<file path="src/rtl/spi_master_tx_if.sv">
`default_nettype none
// ============================================================================
// Module      : spi_master_tx_if
// Description : Byte-stream valid/ready handshake between an upstream producer
//               and the SPI master transmitter.
//                 byte_valid_in  - producer has a byte on byte_data_in
//                 byte_data_in   - byte to send, MSB first
//                 byte_last_in   - byte closes the current frame
//                 byte_ready_out - transmitter accepts a byte this cycle
//               modport slave  : transmitter side
//               modport master : producer side
// Revision    : 1.0 - initial release
// ============================================================================
interface spi_master_tx_if;
  logic       byte_valid_in;
  logic [7:0] byte_data_in;
  logic       byte_last_in;
  logic       byte_ready_out;

  modport slave (
    input  byte_valid_in,
    input  byte_data_in,
    input  byte_last_in,
    output byte_ready_out
  );

  modport master (
    output byte_valid_in,
    output byte_data_in,
    output byte_last_in,
    input  byte_ready_out
  );
endinterface
`default_nettype wire

</file>
<file path="src/rtl/spi_master_tx.sv">
`default_nettype none
// ============================================================================
// Module      : spi_master_tx
// Description : SPI mode-0 master transmitter. Accepts bytes over a
//               valid/ready handshake and shifts them out MSB first, keeping
//               CS_n low across the bytes of one frame and releasing it after
//               the byte flagged last.
//   clk_in       - system clock, rising edge
//   rst_in       - synchronous active-high reset
//   byte_if      - byte handshake (slave modport)
//   busy_out     - high whenever the FSM is not idle
//   done_out     - one-cycle pulse in the first CS_n-high cycle after a frame
//   spi_sclk_out - serial clock, idles low
//   spi_mosi_out - serial data
//   spi_cs_n_out - chip select, active low
// Revision    : 1.0 - initial release
// ============================================================================
module spi_master_tx #(
  parameter int CLK_DIV  = 4,
  parameter int CS_SETUP = 2,
  parameter int CS_HOLD  = 2,
  parameter int CS_IDLE  = 2
) (
  input  wire              clk_in,
  input  wire              rst_in,
  spi_master_tx_if.slave   byte_if,
  output logic             busy_out,
  output logic             done_out,
  output logic             spi_sclk_out,
  output logic             spi_mosi_out,
  output logic             spi_cs_n_out
);

  localparam int MAX_A = (CLK_DIV > CS_SETUP) ? CLK_DIV : CS_SETUP;
  localparam int MAX_B = (CS_HOLD > CS_IDLE) ? CS_HOLD : CS_IDLE;
  localparam int MAX_P = (MAX_A > MAX_B) ? MAX_A : MAX_B;
  localparam int CW    = $clog2(MAX_P) + 1;

  localparam logic [CW-1:0] C_DIV_LAST   = CW'(CLK_DIV - 1);
  localparam logic [CW-1:0] C_SETUP_LAST = CW'(CS_SETUP - 1);
  localparam logic [CW-1:0] C_HOLD_LAST  = CW'(CS_HOLD - 1);
  localparam logic [CW-1:0] C_IDLE_LAST  = CW'(CS_IDLE - 1);

  localparam logic [2:0] S_IDLE  = 3'd0;
  localparam logic [2:0] S_SETUP = 3'd1;
  localparam logic [2:0] S_SHIFT = 3'd2;
  localparam logic [2:0] S_WAIT  = 3'd3;
  localparam logic [2:0] S_HOLD  = 3'd4;
  localparam logic [2:0] S_GAP   = 3'd5;

  logic [2:0]    r_state;
  logic [CW-1:0] r_cnt;
  logic [2:0]    r_bit;
  logic [7:0]    r_shift;
  logic          r_last;
  logic          r_sclk;
  logic          r_mosi;
  logic          r_cs_n;
  logic          r_done;

  logic [2:0]    w_state_nxt;
  logic [CW-1:0] w_cnt_nxt;
  logic [2:0]    w_bit_nxt;
  logic [7:0]    w_shift_nxt;
  logic          w_last_nxt;
  logic          w_phase_nxt;
  logic          w_sclk_nxt;
  logic          w_mosi_nxt;
  logic          w_cs_n_nxt;
  logic          w_done_nxt;
  logic          w_ready;
  logic          w_accept;

  assign w_ready  = ((r_state == S_IDLE) || (r_state == S_WAIT)) && !rst_in;
  assign w_accept = byte_if.byte_valid_in && w_ready;

  assign byte_if.byte_ready_out = w_ready;
  assign busy_out               = (r_state != S_IDLE);
  assign done_out               = r_done;
  assign spi_sclk_out           = r_sclk;
  assign spi_mosi_out           = r_mosi;
  assign spi_cs_n_out           = r_cs_n;

  // State register; SPI outputs are registered from their next values so
  // the pins never glitch.
  always_ff @(posedge clk_in) begin : p_state
    if (rst_in) begin
      r_state <= S_IDLE;
      r_cnt   <= '0;
      r_bit   <= '0;
      r_shift <= '0;
      r_last  <= 1'b0;
      r_sclk  <= 1'b0;
      r_mosi  <= 1'b0;
      r_cs_n  <= 1'b1;
      r_done  <= 1'b0;
    end else begin
      r_state <= w_state_nxt;
      r_cnt   <= w_cnt_nxt;
      r_bit   <= w_bit_nxt;
      r_shift <= w_shift_nxt;
      r_last  <= w_last_nxt;
      r_sclk  <= w_sclk_nxt;
      r_mosi  <= w_mosi_nxt;
      r_cs_n  <= w_cs_n_nxt;
      r_done  <= w_done_nxt;
    end
  end

  // Next-state logic. Inside SHIFT the registered sclk doubles as the
  // phase flag (0 = low phase, 1 = high phase).
  always_comb begin : p_next
    w_state_nxt = r_state;
    w_cnt_nxt   = r_cnt;
    w_bit_nxt   = r_bit;
    w_shift_nxt = r_shift;
    w_last_nxt  = r_last;
    w_phase_nxt = r_sclk;
    case (r_state)
      S_IDLE: begin
        if (w_accept) begin
          w_state_nxt = S_SETUP;
          w_cnt_nxt   = '0;
          w_shift_nxt = byte_if.byte_data_in;
          w_last_nxt  = byte_if.byte_last_in;
        end
      end
      S_SETUP: begin
        if (r_cnt == C_SETUP_LAST) begin
          w_state_nxt = S_SHIFT;
          w_cnt_nxt   = '0;
          w_bit_nxt   = '0;
          w_phase_nxt = 1'b0;
        end else begin
          w_cnt_nxt = r_cnt + CW'(1);
        end
      end
      S_SHIFT: begin
        if (r_cnt == C_DIV_LAST) begin
          w_cnt_nxt = '0;
          if (!r_sclk) begin
            w_phase_nxt = 1'b1;
          end else begin
            // Falling edge: advance to the next bit, or leave SHIFT with
            // mosi still holding the final bit.
            w_phase_nxt = 1'b0;
            if (r_bit == 3'd7) begin
              w_state_nxt = r_last ? S_HOLD : S_WAIT;
              w_bit_nxt   = '0;
            end else begin
              w_bit_nxt   = r_bit + 3'd1;
              w_shift_nxt = {r_shift[6:0], 1'b0};
            end
          end
        end else begin
          w_cnt_nxt = r_cnt + CW'(1);
        end
      end
      S_WAIT: begin
        if (w_accept) begin
          w_state_nxt = S_SHIFT;
          w_cnt_nxt   = '0;
          w_bit_nxt   = '0;
          w_phase_nxt = 1'b0;
          w_shift_nxt = byte_if.byte_data_in;
          w_last_nxt  = byte_if.byte_last_in;
        end
      end
      S_HOLD: begin
        if (r_cnt == C_HOLD_LAST) begin
          w_state_nxt = S_GAP;
          w_cnt_nxt   = '0;
        end else begin
          w_cnt_nxt = r_cnt + CW'(1);
        end
      end
      S_GAP: begin
        if (r_cnt == C_IDLE_LAST) begin
          w_state_nxt = S_IDLE;
          w_cnt_nxt   = '0;
        end else begin
          w_cnt_nxt = r_cnt + CW'(1);
        end
      end
      default: begin
        w_state_nxt = S_IDLE;
        w_cnt_nxt   = '0;
      end
    endcase
  end

  // Output decode of the upcoming state, registered in p_state.
  always_comb begin : p_out
    w_cs_n_nxt = (w_state_nxt == S_IDLE) || (w_state_nxt == S_GAP);
    w_sclk_nxt = (w_state_nxt == S_SHIFT) && w_phase_nxt;
    w_mosi_nxt = w_cs_n_nxt ? 1'b0 : w_shift_nxt[7];
    w_done_nxt = (r_state == S_HOLD) && (w_state_nxt == S_GAP);
  end

endmodule
`default_nettype wire
</file>
<file path="src/flat_wrapper.sv">
// flat-port wrapper written by rule: the top's interface ports become plain ports
module spi_master_tx_flat 
#(
  parameter int CLK_DIV  = 4,
  parameter int CS_SETUP = 2,
  parameter int CS_HOLD  = 2,
  parameter int CS_IDLE  = 2
)
  (clk_in, rst_in, busy_out, done_out, spi_sclk_out, spi_mosi_out, spi_cs_n_out, byte_if_byte_valid_in, byte_if_byte_data_in, byte_if_byte_last_in, byte_if_byte_ready_out);
  spi_master_tx_if byte_if_i ();
  input  wire clk_in;
  input  wire rst_in;
  output logic busy_out;
  output logic done_out;
  output logic spi_sclk_out;
  output logic spi_mosi_out;
  output logic spi_cs_n_out;
  input wire logic [$bits(byte_if_i.byte_valid_in)-1:0] byte_if_byte_valid_in;
  input wire logic [$bits(byte_if_i.byte_data_in)-1:0] byte_if_byte_data_in;
  input wire logic [$bits(byte_if_i.byte_last_in)-1:0] byte_if_byte_last_in;
  output wire logic [$bits(byte_if_i.byte_ready_out)-1:0] byte_if_byte_ready_out;
  assign byte_if_i.byte_valid_in = byte_if_byte_valid_in;
  assign byte_if_i.byte_data_in = byte_if_byte_data_in;
  assign byte_if_i.byte_last_in = byte_if_byte_last_in;
  assign byte_if_byte_ready_out = byte_if_i.byte_ready_out;
  spi_master_tx #(.CLK_DIV(CLK_DIV), .CS_SETUP(CS_SETUP), .CS_HOLD(CS_HOLD), .CS_IDLE(CS_IDLE)) u_core (.clk_in(clk_in), .rst_in(rst_in), .byte_if(byte_if_i), .busy_out(busy_out), .done_out(done_out), .spi_sclk_out(spi_sclk_out), .spi_mosi_out(spi_mosi_out), .spi_cs_n_out(spi_cs_n_out));
endmodule
</file>
<file path="config.mk">
export PLATFORM = sky130hd
export DESIGN_NAME = spi_master_tx_flat
export DESIGN_NICKNAME = d
export VERILOG_FILES = /design/src/rtl/spi_master_tx_if.sv /design/src/rtl/spi_master_tx.sv /design/src/flat_wrapper.sv
export SDC_FILE = /design/constraint.sdc
export NUM_CORES = 1
export LEC_CHECK = 0
export ABC_AREA = 1
export ABC_CLOCK_PERIOD_IN_PS = 2050
export CAP_MARGIN = 20
export CORE_AREA = 2 2 58 60
export DETAILED_ROUTE_END_ITERATION = 7
export DIE_AREA = 0 0 60 62
export PLACE_DENSITY = 0.67
export SYNTH_ARGS = -nofsm -noshare
export SYNTH_HDL_FRONTEND = slang
export SYNTH_SLANG_ARGS = --single-unit
</file>
<file path="constraint.sdc">
create_clock -name clk_in -period 2.05 [get_ports clk_in]
set_input_delay 0.205 -clock clk_in [delete_from_list [all_inputs] [get_ports clk_in]]
set_output_delay 0.205 -clock clk_in [all_outputs]
set_load 0.02 [all_outputs]
</file>
==> results by group, run 1 <==
Outcome
  – Status: completed

STA
  – Tmin final: between 1500 and 2000 ps
  – Setup TNS: 0 ps
  – Tcrit/Tclk final: between 80% and 90%
  – Worst Max-Slew Pin Slew: ~380 ps
  – FMAX: approximately 560 MHz
  – Endpoints failing setup: 0
  – Final-report max-slew violation count: 0
  – Slew HR: around three quarters
  – Post-route clock skew: ~4.7 ps
  – Final Hold Viols: 0
  – Unrepaired setup endpoints after global routing: false

Finish
  – Antenna diode count: 0
  – Share of cells above drive strength 1: a little over 9%
  – Syn-to-layout area delta: 24.1%
  – Multi-input gate area: about 640 um^2
  – Final Cell Area: between 1000 and 1500 um^2
  – Layout fillers: about 310
  – FF/Latch Area: 442 um^2
  – Final nets: approximately 210

Power and ir drop
  – Leak pwr: 0.000670 uW
  – Sequential power share: about half
  – Worst ir drop on vdd: about 0.23 mV
  – Clock power share: between 30% and 40%
  – Logic pwr share: between 15 and 20%
  – PD cells: 666 nW/um^2
  – Switching Fraction: 25.7%
  – Cell-internal power: slightly above 700 uW
  – Switching power: around 250 uW

Synthesis
  – Unique masters post-synth: 25
  – Synth top cells by count: nand2_1 (35), nor2_1 (29), dfxtp_1 (22)
  – Synthesized flop and latch total: 22
  – Largest area contributor in the netlist: dfxtp_1
  – Largest cells by area after synthesis: dfxtp_1 (37%), nand2_1 (11%), nor2_1 (9.2%), nand3_1 (7.6%), a21oi_1 (7.2%)
  – Avg Cell Area, Syn: 6.78 um^2
  – Syn Inst Count: 175
  – Main synth FF type: dfxtp_1
  – Top-area cell type share of the netlist area: 37.1%
  – Area of the mapped netlist: 1190 um^2
  – Async set-or-reset flop fraction in the synthesized netlist: 0%
  – Synth warn: 0
  – Post-synth EDFFs: 0
  – Most common cell in the netlist: nand2_1
  – Sequential area share after synthesis: a little under two fifths
  – Net Count, Synth: 193

Place
  – PortBufs: 17
  – HPWL Detailed: ~2000 um
  – Dpl cell area: around 1400 um^2
  – Placer Congestion: 0.890

Die
  – Height of the chip: between 60 and 70 um
  – Num ports: 18
  – Horiz. Die Dim: about 60 um
  – Initial core utilization: between 30% and 40%
  – Die area: approximately 3700 um^2
  – CORE AREA: roughly 3200 um^2
  – # rows: 21

Global routing
  – Initial antenna violation count: 0
  – GR Overflow Total: 0
  – Global-route wire length before repair: ~4200 um
  – Largest net degree at the start of global routing: 14
  – Vias in the first global route: 965
  – Total GRT Usage: about 15%

Worst setup path
  – Worst Setup Start Kind: flip-flop
  – CP max FO: 10
  – Slowest library cell on the worst path: clkdlybuf4s50_1
  – CP Capture Type: output port
  – Worst path max stage delay: approximately 600 ps
  – Count of buffer and inverter cells on the critical path: 2
  – Critical Path RT: 1850 ps
  – Crit path arrival time: 1600 ps
  – Critical path's top delay family: buffers and inverters
  – Critical setup path kind: reg -> out
  – CP Cell Sequence: inv_2 -> nand2_1 -> clkdlybuf4s50_1

Detailed routing
  – DRT iter0 DRCs: 65
  – Vias post-DR: 1122
  – Routed Antenna Nets: 0
  – Drt total wl: 2500 um
  – WL per Instance: 10.4 um
  – Via/cell ratio: between 4 and 5
  – DRC: 0
  – Drt first pass iters: 4

Clock network
  – Clock root buffer: clkbuf_4
  – Sink Count: 22
  – CTS Hold Bufs: 0
  – H-tree levels: 1
  – # resized after CTS: 0
  – Clock-pin slew on the worst setup and hold paths: roughly 120 ps
  – TritonCTS clock tree: yes
  – Worst-Skew Late Latency: just over 300 ps
  – Post-CTS Setup Inserts: 0
  – CTS Buf Count: 3
  – Clk buf depth: 2

Flow run
  – Max Cap Viol: 0

Hold path
  – Min-delay worst type: in -> reg
[logic make-up after synthesis]
group                      count (synthesis)  synth area share, %
AOI/OAI and AO/OA                         25                 11.2
adders and majority gates                  6                 6.33
buffers and inverters                     26                 8.76
DFF                                       22                 37.1
and+or+nand+nor                           96                 36.6
[placed cells by master (no fill, tap or decap)]
master,synthesis,final
buf_4,1,3
dlymetal6s2s_1,0,1
inv_1,20,20
nor3_2,1,1
o21ai_0,3,3
inv_2,2,2
a211oi_1,1,1
clkdlybuf4s50_1,0,16
nand4_1,2,2
nand3b_1,1,1
nand3_1,18,18
o22ai_1,2,2
nand3_4,1,1
nor3_1,1,1
ha_1,6,6
nand2_1,35,35
o21ai_1,1,1
bufinv_16,0,1
dfxtp_2,0,1
nor2_1,29,29
nor2_2,2,2
dfxtp_1,22,21
nor3b_1,1,1
a21oi_1,17,17
nor4_1,1,1
nand2_2,4,4
clkbuf_4,0,3
o21a_1,1,1
[per-layer routing]
metal | vias to the layer above | global-route usage [%] | routed length [um]
met2 | 22 | 23.4 | 1170
met1 | 492 | 21.4 | 1240
met4 | 0 | 3.81 | 25
li1 | 604 | - | -
met5 | - | 0 | 0
met3 | 4 | 2.48 | 67
[state kept, by name, summed over array words and instances (netlist names)]
register             count
u_core.r_state           3
u_core.r_cnt             3
u_core.done_out          1
u_core.r_shift           8
u_core.spi_mosi_out      1
u_core.r_bit             3
u_core.spi_cs_n_out      1
u_core.r_last            1
u_core.spi_sclk_out      1
[path summary, 6_finish.rpt]
check / from / endpoint / slack, ps / cells past startpoint
worst max-delay path: u_core.r_state[2] / busy_out / 250 / 3
worst min-delay path: byte_if_byte_data_in[0] / u_core.r_shift[0] / 440 / 3
worst max register to register: u_core.r_cnt[0] / u_core.r_shift[3] / 310 / 9
worst min register to register: u_core.r_shift[2] / u_core.r_shift[2] / 480 / 2
[power by group through the flow]
stage          sequential (uW)  clock (uW)  combinational (uW)
4_1_cts                    471         336                 181
3_5_place_dp               480           0                 180
5_1_grt                    474         351                 204
6_report                   471         329                 179
2_1_floorplan              477           0                 123
3_3_place_gp               480           0                 181
[cell type report]
class	count	area share, %
Sequential cell	22	30.0
Tap cell	46	3.91
Clock buffer	3	1.53
Timing Repair Buffer	20	13.3
Inverter	22	5.61
Clock inverter	1	2.04
Multi-Input combinational cell	127	43.6
[through the flow]
| step | worst slack (ps) | utilization (%) | hold slack [ps] | std cells | total power (uW) |
|---|---|---|---|---|---|
| 2_1_floorplan | 440 | - | 352 | 175 | 600 |
| 3_3_place_gp | 288 | 44.5 | 460 | 237 | 661 |
| 3_5_place_dp | 298 | 44.5 | 463 | 237 | 660 |
| 4_1_cts | 1.74 | 46.2 | 446 | 241 | 987 |
| 5_1_grt | 30.8 | 46.3 | 474 | 241 | 1030 |
| 6_report | 249 | 46.3 | 443 | 241 | 979 |
[worst min-delay path: cells and delay by family]
kind	cells	cell delay [ps]
AO/OA/AOI/OAI	1	50
AND/OR/NAND/NOR	1	60
buffers and inverters	1	390
(Power assumes the default switching activity.)
==> run 2, diff against run 1 <==
--- a/config.mk
+++ b/config.mk
@@ -11,7 +11,9 @@
 export CORE_AREA = 2 2 58 60
 export DETAILED_ROUTE_END_ITERATION = 7
 export DIE_AREA = 0 0 60 62
-export PLACE_DENSITY = 0.67
+export HOLD_SLACK_MARGIN = 0.06
+export PLACE_DENSITY = 0.7
+export SLEW_MARGIN = 25
 export SYNTH_ARGS = -nofsm -noshare
 export SYNTH_HDL_FRONTEND = slang
 export SYNTH_SLANG_ARGS = --single-unit
==> run 2 against run 1 <==
  * Via count increased by 4.3%
  * Clock power decreased by 40%
  * Final area decreased by 1.9%
  * Die area unchanged
  * Clock-buffer cell count unchanged
  * Power decreased by 13%
  * Largest cell class unchanged
  * Highest routed layer unchanged
==> results by group, run 2 (synthesis results as in run 1) <==
Outcome
  – Status: completed

Die
  – # rows: 21
  – CORE AREA: between 3000 and 4000 um^2
  – Horiz. Die Dim: 60 um
  – Die area: about 3700 um^2
  – Initial core utilization: between 30% and 40%
  – Height of the chip: a little over 60 um
  – Num ports: 18

Power and ir drop
  – Cell-internal power: roughly 600 uW
  – Sequential power share: a little under three fifths
  – Clock power share: a little under a quarter
  – Logic pwr share: a little over a fifth
  – Switching power: 256 uW
  – PD cells: approximately 590 nW/um^2
  – Worst ir drop on vdd: ~0.21 mV
  – Leak pwr: approximately 0.00065 uW
  – Switching Fraction: between 20 and 30%

Clock network
  – Post-CTS Setup Inserts: 0
  – Clock root buffer: clkbuf_4
  – Clock-pin slew on the worst setup and hold paths: roughly 120 ps
  – Worst-Skew Late Latency: 300 ps
  – Sink Count: 22
  – Clk buf depth: 2
  – CTS Buf Count: 3
  – H-tree levels: 1
  – TritonCTS clock tree: yes

Place
  – Placer Congestion: ~0.9
  – Dpl cell area: around 1400 um^2
  – PortBufs: 17
  – HPWL Detailed: between 2000 and 2500 um
  – Worst slack, placed: approximately 240 ps

Worst setup path
  – Critical R2R Launch: u_core.r_cnt[0]
  – Slowest library cell on the worst path: clkdlybuf4s50_1
  – FF-to-FF path depth: 9
  – Number of stages on the worst setup path: 3
  – Critical path's top delay family: buffers and inverters
  – Count of buffer and inverter cells on the critical path: 1
  – Reg-to-reg slack, setup: approximately 290 ps
  – Worst path max stage delay: approximately 630 ps
  – CP Capture Type: output port
  – CP Cell Sequence: nor2_2 -> nand2_1 -> clkdlybuf4s50_1
  – Critical Path RT: 1850 ps
  – Worst Setup Start Kind: flip-flop
  – Reg-to-Reg End: u_core.r_bit[1]
  – CP max FO: 11
  – Critical setup path kind: reg -> out
  – Crit path arrival time: 1750 ps

Global routing
  – Vias in the first global route: a little over 1k
  – Global-route wire length before repair: about 4500 um
  – GR Overflow Total: 0
  – Initial antenna violation count: 0
  – Largest net degree at the start of global routing: 12
  – Total GRT Usage: between 10% and 20%

STA
  – Worst Max-Slew Pin Slew: approximately 430 ps
  – Tcrit/Tclk final: 95.3%
  – Slew HR: between 70% and 80%
  – Unrepaired setup endpoints after global routing: false
  – FMAX: ~510 MHz
  – Setup TNS: 0 ps
  – Tmin final: between 1500 and 2000 ps
  – Setup WS post-layout: between 90 and 100 ps
  – Endpoints failing setup: 0
  – Final-report max-slew violation count: 0
  – Final Hold Viols: 0
  – Post-route clock skew: approximately 5.6 ps

Detailed routing
  – DRC: 0
  – Vias post-DR: roughly 1.2k
  – WL per Instance: approximately 11 um
  – Via/cell ratio: roughly 4.9
  – Drt first pass iters: 4
  – Drt total wl: between 2000 and 3000 um
  – Routed Antenna Nets: 0
  – DRT iter0 DRCs: 39

Finish
  – Layout fillers: 347
  – Final nets: 215
  – Most common cell after layout, fill and taps aside: nand2_1
  – Final Cell Area: about 1400 um^2
  – Most frequent cells in the layout: nand2_1 (35), nor2_1 (29), dfxtp_1 (22)
  – Largest Register: u_core.r_shift
  – Antenna diode count: 0
  – Share of cells above drive strength 1: ~8.7%
  – Syn-to-layout area delta: 21.7%
  – Max reg flops: 8
  – Final core occ: between 40% and 50%

Flow run
  – Max Cap Viol: 0

Hold path
  – Hold path start: byte_if_byte_data_in[0]
  – Min-delay worst type: in -> reg
  – Hold Path Sink: u_core.r_shift[0]
  – Hold depth: 3
## run 2: cell types whose count changed in the layout (fill, tap and decap cells not counted)
cell	delta
buf_4	+1
dlymetal6s2s_1	-1
bufinv_16	-1
dfxtp_1	+1
dfxtp_2	-1
dlygate4sd2_1	+1
## run 2: worst min-delay path: stages
cell,delay [ps]
clkdlybuf4s50_1,400
nand2_1,60
a21oi_1,50
## run 2: area by class of cell
class	count	area, um^2	area share, %
timing repair buffer	21	199	13.8
clock buffer	3	22.5	1.56
multi-input combinational	127	642	44.5
tap	46	57.6	3.99
inverter	22	82.6	5.72
sequential	22	440	30.5
## run 2: routing by layer
layer  vias to the layer above  wire length [um]  global-route usage [%]
li1                        609                 -                       -
met1                       527              1240                    21.4
met2                        28              1310                    26.2
met3                         6               103                    1.86
met4                         0                85                    7.94
met5                         -                 0                       0
## run 2: power by group through the flow
stage | registers [uW] | logic [uW] | clock network, uW
after CTS | 471 | 184 | 205
final | 471 | 184 | 198
after floorplan | 477 | 123 | 0
after global placement | 480 | 184 | 0
after global routing | 475 | 208 | 222
after detailed placement | 481 | 185 | 0
## run 2: worst max path at each step
| stage | start | endpoint | slack (ps) |
|---|---|---|---|
| 2_1_floorplan | u_core.r_cnt[0] | u_core.r_shift[1] | 440 |
| 3_3_place_gp | u_core.r_state[0] | byte_if_byte_ready_out | 220 |
| 3_5_place_dp | u_core.r_state[0] | byte_if_byte_ready_out | 240 |
| 4_1_cts | u_core.r_state[0] | busy_out | 100 |
| 5_1_grt | u_core.r_state[0] | busy_out | 10 |
| 6_report | u_core.r_state[0] | busy_out | 100 |
## run 2: stage by stage
stage               hold WS [ps]  std cells  total power [uW]
global placement             458        238               665
finish                       457        241               854
global route                 471        241               905
CTS                          455        241               860
detailed placement           463        238               666
floorplan                    352        175               600
## run 2: what timing repair did
action / CTS / global route
resized for setup: 1 / 0
setup endpoints to repair: 1 / 0
hold buffers: 0 / 0
==> run 3, diff against run 2 <==
--- a/config.mk
+++ b/config.mk
@@ -5,14 +5,13 @@
 export SDC_FILE = /design/constraint.sdc
 export NUM_CORES = 1
 export LEC_CHECK = 0
-export ABC_AREA = 1
 export ABC_CLOCK_PERIOD_IN_PS = 2050
 export CAP_MARGIN = 20
 export CORE_AREA = 2 2 58 60
 export DETAILED_ROUTE_END_ITERATION = 7
 export DIE_AREA = 0 0 60 62
 export HOLD_SLACK_MARGIN = 0.06
-export PLACE_DENSITY = 0.7
+export PLACE_DENSITY = 0.71
 export SLEW_MARGIN = 25
 export SYNTH_ARGS = -nofsm -noshare
 export SYNTH_HDL_FRONTEND = slang
==> run 3 against run 2 <==
  * Clock skew fell by 3.8 ps
  * Sequential share of layout area down 0.67 points
  * Critical path depth did not move
  * Largest power group unchanged
  * Largest cell class unchanged
  * Critical endpoint is now byte_if_byte_ready_out
==> results by group, run 3 <==
Die
  – Height of the chip: between 60 and 70 um
  – Horiz. Die Dim: approximately 60 um
  – Initial core utilization: between 30% and 40%
  – # rows: 21
  – Num ports: 18
  – Die area: 3720 um^2
  – CORE AREA: roughly 3200 um^2

Worst setup path
  – Slowest library cell on the worst path: clkdlybuf4s50_1
  – Critical Path RT: approximately 1900 ps
  – Setup crit end: byte_if_byte_ready_out
  – Crit path arrival time: between 1500 and 2000 ps
  – Reg-to-reg slack, setup: about 300 ps
  – Count of buffer and inverter cells on the critical path: 1
  – Number of stages on the worst setup path: 3
  – CP max FO: 5
  – Worst path max stage delay: around 600 ps
  – Critical R2R Launch: u_core.r_cnt[0]
  – FF-to-FF path depth: 6
  – Critical path's top delay family: buffers and inverters
  – CP Capture Type: output port
  – Critical setup path kind: reg -> out
  – Worst Setup Start Kind: flip-flop
  – Crit path from: u_core.r_state[1]
  – CP Cell Sequence: xnor2_4 -> and2_1 -> clkdlybuf4s50_1
  – Reg-to-Reg End: u_core.r_shift[0]

Clock network
  – Post-CTS Setup Inserts: 0
  – Clk buf depth: 2
  – TritonCTS clock tree: yes
  – Clock-pin slew on the worst setup and hold paths: 120 ps
  – Clock root buffer: clkbuf_4
  – CTS Buf Count: 3
  – # resized after CTS: 0
  – H-tree levels: 1
  – Sink Count: 22
  – CTS Hold Bufs: 0
  – Worst-Skew Late Latency: roughly 310 ps

STA
  – Final Hold Viols: 0
  – Unrepaired setup endpoints after global routing: false
  – Final-report max-slew violation count: 0
  – Tmin final: 1890 ps
  – Post-route clock skew: approximately 1.8 ps
  – Setup TNS: 0 ps
  – Endpoints failing setup: 0
  – Tcrit/Tclk final: between 90% and 100%
  – Slew HR: just under 70%
  – FMAX: approximately 530 MHz
  – Worst Max-Slew Pin Slew: ~470 ps

Finish
  – Most frequent cells in the layout: dfxtp_1 (22), clkdlybuf4s50_1 (16), a22oi_1 (9)
  – Syn-to-layout area delta: 22.2%
  – Share of cells above drive strength 1: about an eighth
  – Largest Register: u_core.r_shift
  – Most common cell after layout, fill and taps aside: dfxtp_1
  – Final nets: about 160
  – Antenna diode count: 0
  – Max reg flops: 8
  – Fin cells: 190

Power and ir drop
  – Leak pwr: 0.000546 uW
  – Worst ir drop on vdd: ~0.38 mV
  – Logic pwr share: between 10% and 20%
  – Final Power: ~940 uW
  – Cell-internal power: around 720 uW
  – Switching power: approximately 220 uW
  – Clock power share: 35.3%
  – Switching Fraction: between 20% and 30%
  – PD cells: 639 nW/um^2
  – Sequential power share: approximately 48%

Synthesis
  – Post-synth EDFFs: 0
  – Net Count, Synth: approximately 150
  – Synthesized flop and latch total: 22
  – Top-area cell type share of the netlist area: approximately 36%
  – Largest area contributor in the netlist: dfxtp_1
  – Async set-or-reset flop fraction in the synthesized netlist: 0%
  – Synth warn: 0
  – Largest cells by area after synthesis: dfxtp_1 (36%), ha_1 (6.2%), a22oi_1 (5.6%), o2bb2ai_1 (4.3%), nand2b_1 (3.6%)
  – Area of the mapped netlist: approximately 1200 um^2
  – Sequential area share after synthesis: 36.4%
  – Avg Cell Area, Syn: 9.52 um^2
  – Syn Inst Count: 127
  – Synth top cells by count: dfxtp_1 (22), a22oi_1 (9), a21oi_1 (7), nand2b_1 (7), nor2_1 (7)
  – Unique masters post-synth: between 40 and 50
  – Most common cell in the netlist: dfxtp_1
  – Main synth FF type: dfxtp_1

Detailed routing
  – Routed Antenna Nets: 0
  – WL per Instance: 13.2 um
  – Vias post-DR: around 1.0k
  – DRT iter0 DRCs: 65
  – DRC: 0
  – Drt total wl: approximately 2500 um
  – Drt first pass iters: 4
  – Via/cell ratio: 5.39

Place
  – PortBufs: 17
  – Placer Congestion: between 0.8 and 0.9
  – HPWL Detailed: around 1800 um
  – Placed cell count: approximately 190

Outcome
  – Status: completed

Global routing
  – Total GRT Usage: between 10% and 20%
  – Largest net degree at the start of global routing: 20
  – Vias in the first global route: about 1.0k
  – GR Overflow Total: 0
  – Global-route wire length before repair: roughly 4300 um
  – Initial antenna violation count: 0

Hold path
  – Min-delay worst type: in -> reg

Flow run
  – Max Cap Viol: 0
[run 3: cell count changes after synthesis, moves of 6 or more]
cell,previous run,this run
nand3_1,18,2
a22oi_1,0,9
a21oi_1,17,7
nand2b_1,0,7
nor2_1,29,7
o2bb2ai_1,0,6
nand2_1,35,3
inv_1,20,6
[run 3: kinds of logic after synthesis]
group                    Yosys count  share of synthesized area [%]
AO/OA/AOI/OAI                     36                           23.5
XOR/XNOR                           1                           2.28
adder cells (fa/ha/maj)            6                           6.21
buffers and inverters             16                           6.52
flip-flops                        22                           36.4
multiplexers                       1                          0.828
AND/OR/NAND/NOR                   45                           24.2
[run 3: layout make-up]
type | count | area [um^2]
multi-input combinational | 89 | 689
timing repair buffer | 22 | 210
tap | 46 | 57.6
clock buffer | 3 | 22.5
inverter | 7 | 26.3
fill | 309 | 1700
sequential | 22 | 440
clock inverter | 1 | 30.0
[run 3: worst reg2reg max path, cell delays in order, from the launching register on]
cell and delay [ps]:
dfxtp_1 360, ha_1 220, ha_1 250, and3b_1 220
a22o_1 220, a21oi_4 250, a32o_2 160
[run 3: power by group through the flow]
stage	registers (uW)	logic [uW]	clock network [uW]
after detailed placement	465	154	0
after global placement	465	152	0
after floorplan	464	100	0
after CTS	456	155	341
final	456	154	333
after global routing	458	167	362
[run 3: metrics by stage]
stage / hold WS [ps] / setup slack [ps] / cell area (um^2) / util, %
final: 443 / 155 / 1480 / 46.4
after global routing: 454 / 64.3 / 1480 / 46.4
after CTS: 449 / 42.8 / 1470 / 46.4
after detailed placement: 447 / 275 / 1420 / 44.7
after global placement: 446 / 302 / 1420 / 44.7
after floorplan: 313 / 442 / 1210 / -
[run 3: how the worst min path moves through the flow]
stage | startpoint | end | slack [ps] | depth (start not counted)
floorplan | byte_if_byte_last_in | u_core.r_last | 310 | 2
global placement | u_core.r_shift[7] | u_core.r_shift[7] | 450 | 2
detailed placement | u_core.r_shift[1] | u_core.r_shift[1] | 450 | 1
CTS | byte_if_byte_last_in | u_core.r_last | 450 | 3
global route | byte_if_byte_last_in | u_core.r_last | 450 | 3
finish | byte_if_byte_last_in | u_core.r_last | 440 | 3
[run 3: per-layer routing]
metal | GRT usage (%) | share of wire [%] | vias up
li1 | - | - | 508
met1 | 18.3 | 45 | 491
met2 | 25.0 | 48 | 26
met3 | 4.55 | 6.2 | 0
met4 | 5.71 | 0 | 0
met5 | 0 | 0 | -
